**src/rtl/alu_if.sv**
```systemverilog
// Operand/result bundle between the RV32I execute stage and its ALU.
// The ALU sits on the slave side; the stage that supplies operands is the master.
interface alu_if;
    localparam int unsigned XLEN = 32;

    logic [XLEN-1:0] in1;
    logic [XLEN-1:0] in2;
    logic [2:0]      funct3;
    logic [6:0]      funct7;
    logic [XLEN-1:0] result;
    logic            negative;
    logic            zero;
    logic [XLEN-1:0] result_q;
    logic            negative_q;
    logic            zero_q;

    modport master (
        output in1, in2, funct3, funct7,
        input  result, negative, zero, result_q, negative_q, zero_q
    );

    modport slave (
        input  in1, in2, funct3, funct7,
        output result, negative, zero, result_q, negative_q, zero_q
    );
endinterface

```
**src/rtl/alu.sv**
```systemverilog
// 32-bit RV32I integer ALU: zero-latency result and N/Z flags,
// plus a one-cycle registered copy for pipelined consumers.
module alu (
    input  logic  clk,
    input  logic  rst,
    alu_if.slave  bus
);
    localparam int unsigned XLEN    = 32;
    localparam int unsigned SHAMT_W = 5;

    logic [XLEN-1:0]    res;
    logic [SHAMT_W-1:0] shamt;
    logic               alt;
    logic               unused_funct7;

    assign shamt         = bus.in2[SHAMT_W-1:0];
    assign alt           = bus.funct7[5];
    assign unused_funct7 = ^{bus.funct7[6], bus.funct7[4:0]};

    // Operation decode straight from funct3, with funct7[5] picking SUB/SRA.
    always_comb begin
        res = '0;
        case (bus.funct3)
            3'b000:  res = alt ? (bus.in1 - bus.in2) : (bus.in1 + bus.in2);
            3'b001:  res = bus.in1 << shamt;
            3'b010:  res = XLEN'($signed(bus.in1) < $signed(bus.in2));
            3'b011:  res = XLEN'(bus.in1 < bus.in2);
            3'b100:  res = bus.in1 ^ bus.in2;
            3'b101:  res = alt ? XLEN'($unsigned($signed(bus.in1) >>> shamt))
                               : (bus.in1 >> shamt);
            3'b110:  res = bus.in1 | bus.in2;
            3'b111:  res = bus.in1 & bus.in2;
            default: res = '0;
        endcase
    end

    assign bus.result   = res;
    assign bus.negative = res[XLEN-1];
    assign bus.zero     = (res == '0);

    // Registered copies; reset forces all three to zero, including zero_q.
    always_ff @(posedge clk) begin
        if (rst) begin
            bus.result_q   <= '0;
            bus.negative_q <= 1'b0;
            bus.zero_q     <= 1'b0;
        end else begin
            bus.result_q   <= res;
            bus.negative_q <= res[XLEN-1];
            bus.zero_q     <= (res == '0);
        end
    end
endmodule

```
**src/flat_wrapper.sv**
```systemverilog
// flat-port wrapper written by rule: the top's interface ports become plain ports
module alu_flat 
  (clk, rst, bus_in1, bus_in2, bus_funct3, bus_funct7, bus_result, bus_negative, bus_zero, bus_result_q, bus_negative_q, bus_zero_q);
  alu_if bus_i ();
  input  logic clk;
  input  logic rst;
  input wire logic [$bits(bus_i.in1)-1:0] bus_in1;
  input wire logic [$bits(bus_i.in2)-1:0] bus_in2;
  input wire logic [$bits(bus_i.funct3)-1:0] bus_funct3;
  input wire logic [$bits(bus_i.funct7)-1:0] bus_funct7;
  output wire logic [$bits(bus_i.result)-1:0] bus_result;
  output wire logic [$bits(bus_i.negative)-1:0] bus_negative;
  output wire logic [$bits(bus_i.zero)-1:0] bus_zero;
  output wire logic [$bits(bus_i.result_q)-1:0] bus_result_q;
  output wire logic [$bits(bus_i.negative_q)-1:0] bus_negative_q;
  output wire logic [$bits(bus_i.zero_q)-1:0] bus_zero_q;
  assign bus_i.in1 = bus_in1;
  assign bus_i.in2 = bus_in2;
  assign bus_i.funct3 = bus_funct3;
  assign bus_i.funct7 = bus_funct7;
  assign bus_result = bus_i.result;
  assign bus_negative = bus_i.negative;
  assign bus_zero = bus_i.zero;
  assign bus_result_q = bus_i.result_q;
  assign bus_negative_q = bus_i.negative_q;
  assign bus_zero_q = bus_i.zero_q;
  alu u_core (.clk(clk), .rst(rst), .bus(bus_i));
endmodule
```
**config.mk**
```make
export PLATFORM = sky130hd
export DESIGN_NAME = alu_flat
export DESIGN_NICKNAME = d
export VERILOG_FILES = /design/src/rtl/alu_if.sv /design/src/rtl/alu.sv /design/src/flat_wrapper.sv
export SDC_FILE = /design/constraint.sdc
export NUM_CORES = 1
export LEC_CHECK = 0
export CORE_MARGIN = 8
export CORE_UTILIZATION = 30
export DETAILED_ROUTE_END_ITERATION = 16
export GPL_TIMING_DRIVEN = 0
export PLACE_DENSITY = 0.49
export SYNTH_ARGS = -nofsm -noshare
export SYNTH_HDL_FRONTEND = slang
export SYNTH_SLANG_ARGS = --single-unit
export TNS_END_PERCENT = 10
```
**constraint.sdc**
```tcl
create_clock -name clk -period 6.75 [get_ports clk]
set_input_delay 1.35 -clock clk [delete_from_list [all_inputs] [get_ports clk]]
set_output_delay 1.35 -clock clk [all_outputs]
set_load 0.02 [all_outputs]
```
; After elaboration in Yosys (flattened, before gate mapping)
; Cells that the tools add are included.
[word_totals]
input_bits = 76
register_bits = 34
output_inout_bits = 68
word_cells = 25
[classes]
magnitude_cmp = 2
n_eq_ne = 7
n_bitwise = 3
n_mux = 3
n_shift = 3
reduce_logical = 2
add_sub_neg = 2
[ops]
columns = cell, n
row1 = one-hot mux 32 bit (8 select lines), 1
row2 = < comparator 32 bit, 2
row3 = 2-to-1 mux 32 bit, 2
row4 = adder 32 bit, 1
row5 = AND 32 bit, 1
row6 = logical NOT 32 bit, 1
row7 = OR 32 bit, 1
row8 = left shift 32 x 5 -> 32 bit, 1
row9 = >> shifter 32 x 5 -> 32 bit, 1
row10 = >>> shifter 32 x 5 -> 32 bit, 1
row11 = subtractor 32 bit, 1
row12 = bitwise XOR 32 bit, 1
row13 = == test 3 bit (second input constant), 4
row14 = == test 3 x 2 -> 1 bit (second input constant), 2
row15 = == test 3 x 1 -> 1 bit (second input constant), 1
row16 = logical NOT 3 bit, 1

; Longest topological paths before layout
; Gate-level depths: netlist of the first run.
[logic_depth]
depth_word = 4
ltp_mapped = 17
depth_no_buf = 15

; Worst setup path before layout of the first run
; No wires, ideal clock.
[synth_timing]
path_type = input to output
startpoint = in bus_in2[1]
endpoint = out bus_zero
arrival_ns = 6.185
slack_ns = -0.785
path_buffers = 3
stages = 16
t_required_ns = 5.400
cell_sequence = buf_4 inv_1 buf_1 clkbuf_1 ha_1 o21ba_2 or4_4 a21oi_1 a211oi_1 a211oi_2 xnor2_1 a211o_1 or4_1 or4_1 or4_4 nor3_1
[synth_between]
elab_chain_cells = 4
elab_cells_between_ends = 14
cone_classes = 2 x add/sub / 2 x order compare / 3 x shift / 3 x mux / 3 x bitwise / 1 x reduce/logical
[synth_lines]
columns = element, line_no
row1 = start: declaration, flat_wrapper.sv:8  ; input wire logic [$bits(bus_i.in2)-1:0] bus_in2;
row2 = adder 32 bit (tied with other cells), alu.sv:24  ; 3'b000: res = alt ? (bus.in1 - bus.in2) : (bus.in1 + bus.in2);
row3 = "2-to-1 mux 32 bit, on equally long branches", "alu.sv:24, alu.sv:29"
row4 = one-hot mux 32 bit (8 select lines) (*), alu.sv:23  ; case (bus.funct3)
row5 = net bus_result[19], flat_wrapper.sv:11  ; output wire logic [$bits(bus_i.result)-1:0] bus_result;
row6 = logical NOT 32 bit (*), alu.sv:39  ; assign bus.zero = (res == '0);
row7 = end: declaration, flat_wrapper.sv:13  ; output wire logic [$bits(bus_i.zero)-1:0] bus_zero;
; The timed path passes the listed nets; every way through them passes the cells marked *.

; Final worst setup path of the first run
[layout_timing]
startpoint = in bus_funct7[5]
endpoint = out bus_zero
[layout_between]
elab_chain_cells = 3
elab_cells_between_ends = 4
cone_classes = 3 x mux / 1 x reduce/logical
[layout_lines]
columns = element, line_no
row1 = start: declaration, flat_wrapper.sv:10  ; input wire logic [$bits(bus_i.funct7)-1:0] bus_funct7;
row2 = "2-to-1 mux 32 bit, on equally long branches", "alu.sv:29, alu.sv:24"
row3 = one-hot mux 32 bit (8 select lines) (*), alu.sv:23
row4 = logical NOT 32 bit (*), alu.sv:39
; Mark *: on every way between the ends. The rest lies on a longest branch, timed or not.

==> results of run 1 <==
[sequential cells by signal, summed over array words and instances, names as in the netlist]
signal	flops
u_core.bus.result_q	31
u_core.bus.negative_q	1
u_core.bus.zero_q	1
[worst max-delay path, stage by stage]
cell and delay (ps):
clkdlybuf4s50_1 510, inv_1 330, clkbuf_2 550, clkbuf_2 460, o21ai_0 180, nand2_1 230, o221ai_1 180, nor3_2 340
and3_1 330, nand3_1 80, or4_1 520, or4_4 470, nor3_4 130, buf_6 140
[kinds of logic after synthesis]
group | share of synthesized area (%)
AND/OR/NAND/NOR | 22.8
XOR/XNOR | 1.39
flip-flops | 6.17
buffers and inverters | 9.23
adder cells (fa/ha/maj) | 11.7
AO/OA/AOI/OAI | 36.7
multiplexers | 12.0
[layout by cell type (no fill, tap or decap), drive strengths merged, types with 9 or more instances in the layout]
cell / n
nand3: 42
nand4: 17
a31oi: 16
a21o: 19
nor2b: 30
clkbuf: 75
a22oi: 21
o221ai: 19
clkdlybuf4s15: 10
clkdlybuf4s50: 103
o21ai: 109
o211ai: 31
buf: 141
a211o: 9
nand2b: 18
a32oi: 10
or4: 10
ha: 97
mux2i: 60
and3: 13
nor4: 22
a221oi: 18
nand2: 136
or3: 10
inv: 111
o22ai: 25
and2: 11
mux4: 16
nor3: 34
a211oi: 50
o31ai: 16
dfxtp: 33
mux2: 29
nor2: 138
a21oi: 116
xnor2: 15
[cell type report]
class / instances / area [um2] / share of cell area, %
flip-flops and latches: 33 / 661 / 4.53
repair buffers: 212 / 1950 / 13.4
multi-input cells: 1292 / 9890 / 67.8
clock buffers: 5 / 125 / 0.858
clock inverters: 3 / 17.5 / 0.120
inverters: 116 / 459 / 3.15
well taps: 461 / 577 / 3.95
diodes: 2 / 5.00 / 0.0343
plain buffers: 122 / 898 / 6.16
[worst max path at each step]
| stage | end | depth (start not counted) | slack, ps | from |
|---|---|---|---|---|
| after floorplan | bus_zero | 17 | 10 | bus_in2[3] |
| after global placement | bus_zero | 18 | -3060 | bus_in2[4] |
| after detailed placement | bus_zero | 18 | -2980 | bus_in2[4] |
| after CTS | bus_zero | 15 | -500 | bus_funct7[5] |
| after global routing | bus_zero | 18 | -430 | bus_in2[5] |
| final | bus_zero | 14 | -440 | bus_funct7[5] |
[stage by stage]
| stage | hold slack (ps) | cells |
|---|---|---|
| global route | 1750 | 2244 |
| global placement | 2010 | 2169 |
| CTS | 1710 | 2224 |
| detailed placement | 2020 | 2169 |
| floorplan | 1420 | 1571 |
| finish | 1720 | 2246 |
[routing by layer]
layer,track usage [%],wire (um),vias to the layer above
met5,0,0,-
met4,18.4,5010,0
met3,9.52,8160,225
met2,53.7,32600,941
met1,46.0,31800,7327
li1,-,-,6341
[power by group through the flow]
stage	registers (uW)	clock network, uW	logic [uW]
floorplan	241	0	651
global placement	219	0	1210
detailed placement	220	0	1200
CTS	216	245	1320
global route	218	249	1480
finish	216	238	1430
[repair_timing]
action                                  in CTS  in global routing
endpoints found under the hold margin        0                  0
resized for setup                          296                163
buffers inserted                            50                 25
pin swaps                                   42                 51
endpoints found under the setup margin      34                 16
hold buffers                                 0                  0
==> impl_metrics.json, run 1 <==
{
  "outcome": "complete, but fails checks",
  "violations": "setup timing",
  "p_int_uw": 868,
  "hpwl_um": 61600,
  "seq_area_frac_synth_pct": 6.17,
  "grt.overflow.total": 0,
  "ir_drop_mv": 0.0853,
  "grt_max_degree": 12,
  "slew-limit-headroom_pct": 29.9,
  "yosys-top-cells-area": "ha_1 (11%), dfxtp_1 (6.2%), mux2i_1 (5.6%), a21oi_1 (5.4%), o21ai_0 (5.0%)",
  "grtUsageTotal_pct": 35.6,
  "synth_nets": 1746,
  "crit_arrival_ps": 5840,
  "vias": 14800,
  "routed_via_density": 6.60,
  "clk_path_buf_depth": 2,
  "critPathKind": "input port to primary output",
  "synth.most_common_cell": "nor2_1",
  "fin_util_pct": 41.3,
  "syn_area_per_cell_um2": 6.81,
  "finalCriticalPeriod_ps": 7190,
  "grt_pass1_vias": 14300,
  "globalplace.congestion": 1.09,
  "synth_flop_cell": "dfxtp_1",
  "worst_pin_slew_ps": 1040,
  "synth_area_um2": 10700,
  "cap_violations": 0,
  "fillers": 3766,
  "avgRoutedWirePerCell_um": 34.5,
  "grt_pass1_wl_um": 108000,
  "cts_tree": "built",
  "htree_num_levels": 2,
  "p_leak_uw": 0.00591,
  "initial_core_util_pct": 30.3,
  "drc": 0,
  "synthToLayoutAreaGrowth_pct": 36.3,
  "hold_path.class": "input port to flip-flop",
  "ant_nets": 0,
  "synth_top_area_share_pct": 11.3,
  "num-nets-final": 1957,
  "pwr-share-seq_pct": 11.4,
  "min_from": "rst",
  "cts-root-buf": "clkbuf_16",
  "dr.pass1.iters": 6,
  "ys_top_cells_by_count": "nor2_1 (137), nand2_1 (136), a21oi_1 (116)",
  "coreArea_um2": 35300,
  "cts_num_sinks": 33,
  "antenna_found_initial": 1,
  "dr.first_iter.drc_count": 1898,
  "die_h_um": 205,
  "die_w_um": 205,
  "die-area_um2": 42000,
  "wl_um": 77600,
  "fin_tns_setup_ps": -931,
  "final.period_utilization_pct": 106,
  "synth_cells": 1571,
  "critPathCaptureType": "primary output",
  "cts.clk_slew.worst_paths_ps": 60,
  "dpl_cell_area_um2": 12700,
  "synth_edf_count": 0,
  "power_uw": 1890,
  "pwr-share-comb_pct": 75.9,
  "cp.required_ps": 5400,
  "p_per_area_nw_per_um2": 129,
  "dp_slack_ps": -2980,
  "power_switching_uw": 1020,
  "layout_setup_ws_ps": -438,
  "yosys_warnings": 0,
  "start_kind": "input port",
  "p_clk_share_pct": 12.6,
  "setup_viol": 8,
  "ys_ff_latch": 33,
  "netSwitchingFraction_pct": 54.0,
  "port-buffer-count": 137,
  "drive_gt1_share_pct": 21.4,
  "fmax_mhz": 139,
  "stdcell_area_um2": 14600,
  "holdPathStages": 2,
  "ys_types": 90,
  "grt_setup_unrepaired": "true",
  "cp_max_fo": 10,
  "pin_count": 144,
  "num_rows": 69,
  "min_to": "u_core.bus.result_q[29]",
  "numCtsBuffers": 5,
  "synth_top_area_cell": "ha_1",
  "finalMaxSlewViolations": 0,
  "hold_viol_final": 0,
  "synthArstFlopShare_pct": 0
}
Note: power is estimated with default switching activity, not from simulation.
==> inputs of run 2 (changes only) <==
- SKIP_CTS_REPAIR_TIMING: default -> 1
==> run 2 against run 1 <==
Effect of this change:
- the run still ends with setup timing left
- count of clock-buffer cells in the layout stayed put
- hold slack lost 7.1 ps
- combinational power is 6% lower
- design area fell by 4.8%
- die area did not move
- sequential cell count unchanged
- sequential power barely moved
- global-route usage decreased by 0.91 points
- cell count is 1.8% lower
- critical path depth rose by 4
- total power down 4.6%
- first-iteration DRC count down 7.3%
- critical path type unchanged
- highest routed layer unchanged
==> impl_metrics.json, run 2 (synthesis results as in run 1) <==
{
  "finalMaxSlewViolations": 0,
  "grt.overflow.total": 0,
  "start_kind": "input port",
  "dr.first_iter.drc_count": 1760,
  "hold_viol_final": 0,
  "ir_drop_mv": 0.0834,
  "grtUsageTotal_pct": 34.7,
  "cts_num_sinks": 33,
  "drc": 0,
  "holdPathStages": 2,
  "cp.required_ps": 5400,
  "worst_pin_slew_ps": 1310,
  "final.period_utilization_pct": 109,
  "fillers": 3828,
  "routed_via_density": 6.59,
  "setup_viol": 4,
  "min_from": "rst",
  "min_to": "u_core.bus.result_q[29]",
  "coreArea_um2": 35300,
  "vias": 14500,
  "outcome": "complete, but fails checks",
  "num_antenna_cells": 0,
  "wl_um": 75500,
  "avgRoutedWirePerCell_um": 34.2,
  "clk_path_buf_depth": 2,
  "ant_nets": 0,
  "antenna_found_initial": 1,
  "layout_common_cells": "nor2_1 (136), nand2_1 (135), inv_1 (111)",
  "largest_reg_flops": 31,
  "stdcell_area_um2": 13900,
  "die-area_um2": 42000,
  "grt_pass1_vias": 14000,
  "port-buffer-count": 137,
  "finalCriticalPeriod_ps": 7390,
  "cts.clk_slew.worst_paths_ps": 60,
  "p_leak_uw": 0.00575,
  "grt_setup_unrepaired": "true",
  "p_per_area_nw_per_um2": 130,
  "max_stage_delay_ps": 500,
  "slew-limit-headroom_pct": 11.8,
  "dr.pass1.iters": 6,
  "globalplace.congestion": 1.09,
  "violations": "setup timing",
  "cts-root-buf": "clkbuf_16",
  "htree_num_levels": 2,
  "num_rows": 69,
  "grt_pass1_wl_um": 106000,
  "cts_tree": "built",
  "cp_max_fo": 13,
  "critPathKind": "input port to primary output",
  "die_w_um": 205,
  "layout_setup_ws_ps": -637,
  "largest-register": "u_core.bus.result_q",
  "dpl_cell_area_um2": 12700,
  "hpwl_um": 61600,
  "cap_violations": 0,
  "synthToLayoutAreaGrowth_pct": 29.7,
  "critPathCaptureType": "primary output",
  "fmax_mhz": 135,
  "hold_path.class": "input port to flip-flop",
  "final_common_cell": "nor2_1",
  "numCtsBuffers": 5,
  "drive_gt1_share_pct": 17.1,
  "initial_core_util_pct": 30.3,
  "crit_arrival_ps": 6040,
  "num-nets-final": 1919,
  "reg_top3": "u_core.bus.result_q (31), u_core.bus.negative_q (1), u_core.bus.zero_q (1)",
  "path_cells": "clkbuf_2 > buf_12 > clkinvlp_4 > buf_4 > buf_8 > ha_4 > o21ba_2 > or4_4 > a21oi_1 > a211oi_2 > a211oi_2 > xnor2_1 > a211o_1 > or4_1 > or4_1 > or4_4 > nor3_4 > buf_6",
  "die_h_um": 205,
  "cpMaxStageDelayCell": "or4_1",
  "fin_tns_setup_ps": -978,
  "pin_count": 144,
  "grt_max_degree": 14
}
## run 2: cell count changes in the layout (fill, tap and decap cells not counted), sizes merged
cell           change
clkdlybuf4s50      +1
clkinvlp           -1
clkdlybuf4s15     -10
clkbuf            +26
inv                +1
dlygate4sd2        -4
dlymetal6s2s      +14
diode              -2
buf               -65
## run 2: layout make-up
| type | count | area [um2] | area share (%) |
|---|---|---|---|
| repair buffers | 169 | 1620 | 11.6 |
| flip-flops and latches | 33 | 661 | 4.76 |
| clock inverters | 3 | 17.5 | 0.126 |
| multi-input cells | 1292 | 9640 | 69.4 |
| well taps | 461 | 577 | 4.16 |
| clock buffers | 5 | 125 | 0.901 |
| inverters | 116 | 453 | 3.26 |
| plain buffers | 127 | 797 | 5.74 |
## run 2: critical path: cells and delay by family
family,cells,cell delay [ps]
adders and majority gates,1,250
xor gates and xnor gates,1,140
buffers and inverters,6,1040
and+or+nand+nor,5,1990
AOI/OAI and AO/OA,5,1260
## run 2: through the flow
stage          setup slack [ps]  hold slack, ps  instances  power [uW]  utilization (%)
6_report                   -637            1710       2206        1800             39.3
5_1_grt                    -715            1750       2206        1870             39.3
4_1_cts                   -2990            1710       2177        1670             36.4
3_5_place_dp              -2980            2020       2169        1420             36.0
3_3_place_gp              -3060            2010       2169        1430             35.9
2_1_floorplan              12.0            1420       1571         893                -
## run 2: how the worst max path moves through the flow
stage	start	end	cells past startpoint
CTS	bus_in2[4]	bus_zero	18
global route	bus_in2[1]	bus_zero	19
detailed placement	bus_in2[4]	bus_zero	18
finish	bus_in2[1]	bus_zero	18
global placement	bus_in2[4]	bus_zero	18
floorplan	bus_in2[3]	bus_zero	17
## run 2: report_power, final
| group | internal, uW | switching [uW] | total (uW) | leakage (uW) |
|---|---|---|---|---|
| clock | 135 | 102 | 237 | 0.0000696 |
| combinational | 467 | 879 | 1350 | 0.00541 |
| sequential | 212 | 4.39 | 216 | 0.000272 |
| total | 814 | 986 | 1800 | 0.00575 |
## run 2: metal layers
metal | GRT usage, % | routed length [um]
met5 | 0 | 0
met4 | 16.6 | 3930
met3 | 7.19 | 7100
met2 | 53.3 | 33000
met1 | 45.7 | 31500
==> inputs of run 3 (changes only) <==
- CAP_MARGIN: default -> 30
==> run 3 against run 2 <==
Effect of this change:
- maximum frequency grew 0.20%
- cell count grew 1.3%
- global-route usage is essentially flat
- routed wire length grew 0.60%
- largest cell class unchanged
- non-clock buffer count grew 26
- sequential power is essentially flat
- sequential cell count is the same
- the flow still finishes with violations (setup timing)
==> impl_metrics.json, run 3 (synthesis results as in run 1) <==
{
  "wl_um": 76000,
  "holdPathStages": 2,
  "grt_max_degree": 14,
  "p_clk_share_pct": 13.3,
  "routed_via_density": 6.60,
  "fillers": 3823,
  "coreArea_um2": 35300,
  "reg_top3": "u_core.bus.result_q (31), u_core.bus.negative_q (1), u_core.bus.zero_q (1)",
  "netSwitchingFraction_pct": 54.7,
  "die-area_um2": 42000,
  "initial_core_util_pct": 30.3,
  "start_kind": "input port",
  "layout_common_cells": "nor2_1 (135), nand2_1 (134), inv_1 (111)",
  "drive_gt1_share_pct": 17.8,
  "dr.pass1.iters": 6,
  "port-buffer-count": 137,
  "instances_no_fill": 2234,
  "finalCriticalPeriod_ps": 7370,
  "p_leak_uw": 0.00581,
  "numCtsBuffers": 5,
  "globalplace.congestion": 1.09,
  "hold_viol_final": 0,
  "cap_violations": 0,
  "p_int_uw": 826,
  "finalMaxSlewViolations": 0,
  "num_rows": 69,
  "cts_tree": "built",
  "ant_nets": 0,
  "ir_drop_mv": 0.0847,
  "cts_num_sinks": 33,
  "grt.overflow.total": 0,
  "pin_count": 144,
  "clk_path_buf_depth": 2,
  "dr.first_iter.drc_count": 1832,
  "pwr-share-comb_pct": 74.8,
  "stdcell_area_um2": 14000,
  "vias": 14700,
  "path_cells": "clkdlybuf4s50_1 > clkbuf_2 > and3b_1 > clkbuf_1 > nand2_1 > o32a_1 > o2111ai_1 > nor4_1 > o311ai_0 > or3_1 > nand3b_1 > or4_1 > or4_4 > nor3_4 > buf_6",
  "max_stage_delay_ps": 530,
  "avgRoutedWirePerCell_um": 34.0,
  "grt_pass1_wl_um": 106000,
  "cts-root-buf": "clkbuf_16",
  "dp.cells": 2176,
  "grt.busiest_layer": "met2",
  "htree_num_levels": 2,
  "fmax_mhz": 136,
  "cts.clk_slew.worst_paths_ps": 60,
  "grt_pass1_vias": 13800,
  "setup_viol": 5,
  "min_to": "u_core.bus.result_q[29]",
  "power_uw": 1820,
  "grt_setup_unrepaired": "true",
  "hold_path.class": "input port to flip-flop",
  "critPathKind": "input port to primary output",
  "worst_pin_slew_ps": 981,
  "outcome": "complete, but fails checks",
  "slew-limit-headroom_pct": 34.0,
  "layout_setup_ws_ps": -622,
  "num-nets-final": 1945,
  "critPathCaptureType": "primary output",
  "power_switching_uw": 996,
  "antenna_found_initial": 3,
  "final_common_cell": "nor2_1",
  "largest_reg_flops": 31,
  "violations": "setup timing",
  "min_from": "rst",
  "largest-register": "u_core.bus.result_q",
  "p_per_area_nw_per_um2": 130,
  "cp_max_fo": 10,
  "fin_tns_setup_ps": -1320,
  "use_met2_pct": 53.2,
  "pwr-share-seq_pct": 11.8,
  "use_met1_pct": 46.4,
  "drc": 0,
  "crit_arrival_ps": 6020,
  "die_h_um": 205,
  "fin_util_pct": 39.8,
  "grt_use_met3_pct": 7.01,
  "grtUsageTotal_pct": 34.7,
  "hpwl_um": 62000,
  "synthToLayoutAreaGrowth_pct": 31.2,
  "dpl_cell_area_um2": 12800,
  "cp.required_ps": 5400,
  "die_w_um": 205,
  "final.period_utilization_pct": 109,
  "cpMaxStageDelayCell": "or4_4"
}
==> run 3: changes by cell type in the layout (fill, tap and decap cells not counted), moves of 3 or more <==
cell	change
clkbuf_1	+7
a211oi_2	-4
clkbuf_2	-8
dlymetal6s2s_1	-3
buf_8	+3
a221oi_1	+3
a211oi_1	+3
buf_4	+20
==> run 3: final cells by class <==
type	count	area [um2]	area share (%)
antenna	2	5.00	0.0357
timing repair buffer	192	1790	12.8
buffer	130	808	5.76
clock inverter	3	17.5	0.125
multi-input combinational	1292	9600	68.4
inverter	116	453	3.23
tap	461	577	4.11
sequential	33	661	4.71
clock buffer	5	125	0.891
==> run 3: worst max path at each step <==
stage / cells past startpoint / slack [ps] / startpoint / endpoint
floorplan: 17 / 10 / bus_in2[3] / bus_zero
global placement: 18 / -3060 / bus_in2[4] / bus_zero
detailed placement: 18 / -2990 / bus_in2[4] / bus_zero
CTS: 18 / -2990 / bus_in2[4] / bus_zero
global route: 19 / -650 / bus_in2[2] / bus_zero
finish: 15 / -620 / bus_funct3[0] / bus_zero
==> run 3: metal layers <==
metal / wire length (um) / part of all wire, % / vias up
met4: 4370 / 5.8 / 2
met1: 31500 / 41 / 7225
met5: 13 / 0.017 / -
li1: - / - / 6315
met3: 7490 / 9.9 / 229
met2: 32600 / 43 / 964
==> run 3: power groups by stage <==
stage                     Combinational, uW  Sequential, uW  Clock [uW]
after floorplan                         651             241           0
after global placement                 1210             219           0
after detailed placement               1210             220           0
after CTS                              1210             216         246
after global routing                   1420             218         251
final                                  1360             216         243
==> run 3: worst max-delay path: cells and delay by family <==
kind | cells | cell delay [ps]
AND/OR/NAND/NOR | 8 | 2790
buffers and inverters | 4 | 1180
AO/OA/AOI/OAI | 3 | 680
==> run 3: through the flow <==
step	setup slack (ps)	hold slack (ps)
2_1_floorplan	12.0	1420
3_3_place_gp	-3060	2010
3_5_place_dp	-2990	2020
4_1_cts	-2990	1700
5_1_grt	-645	1760
6_report	-622	1700
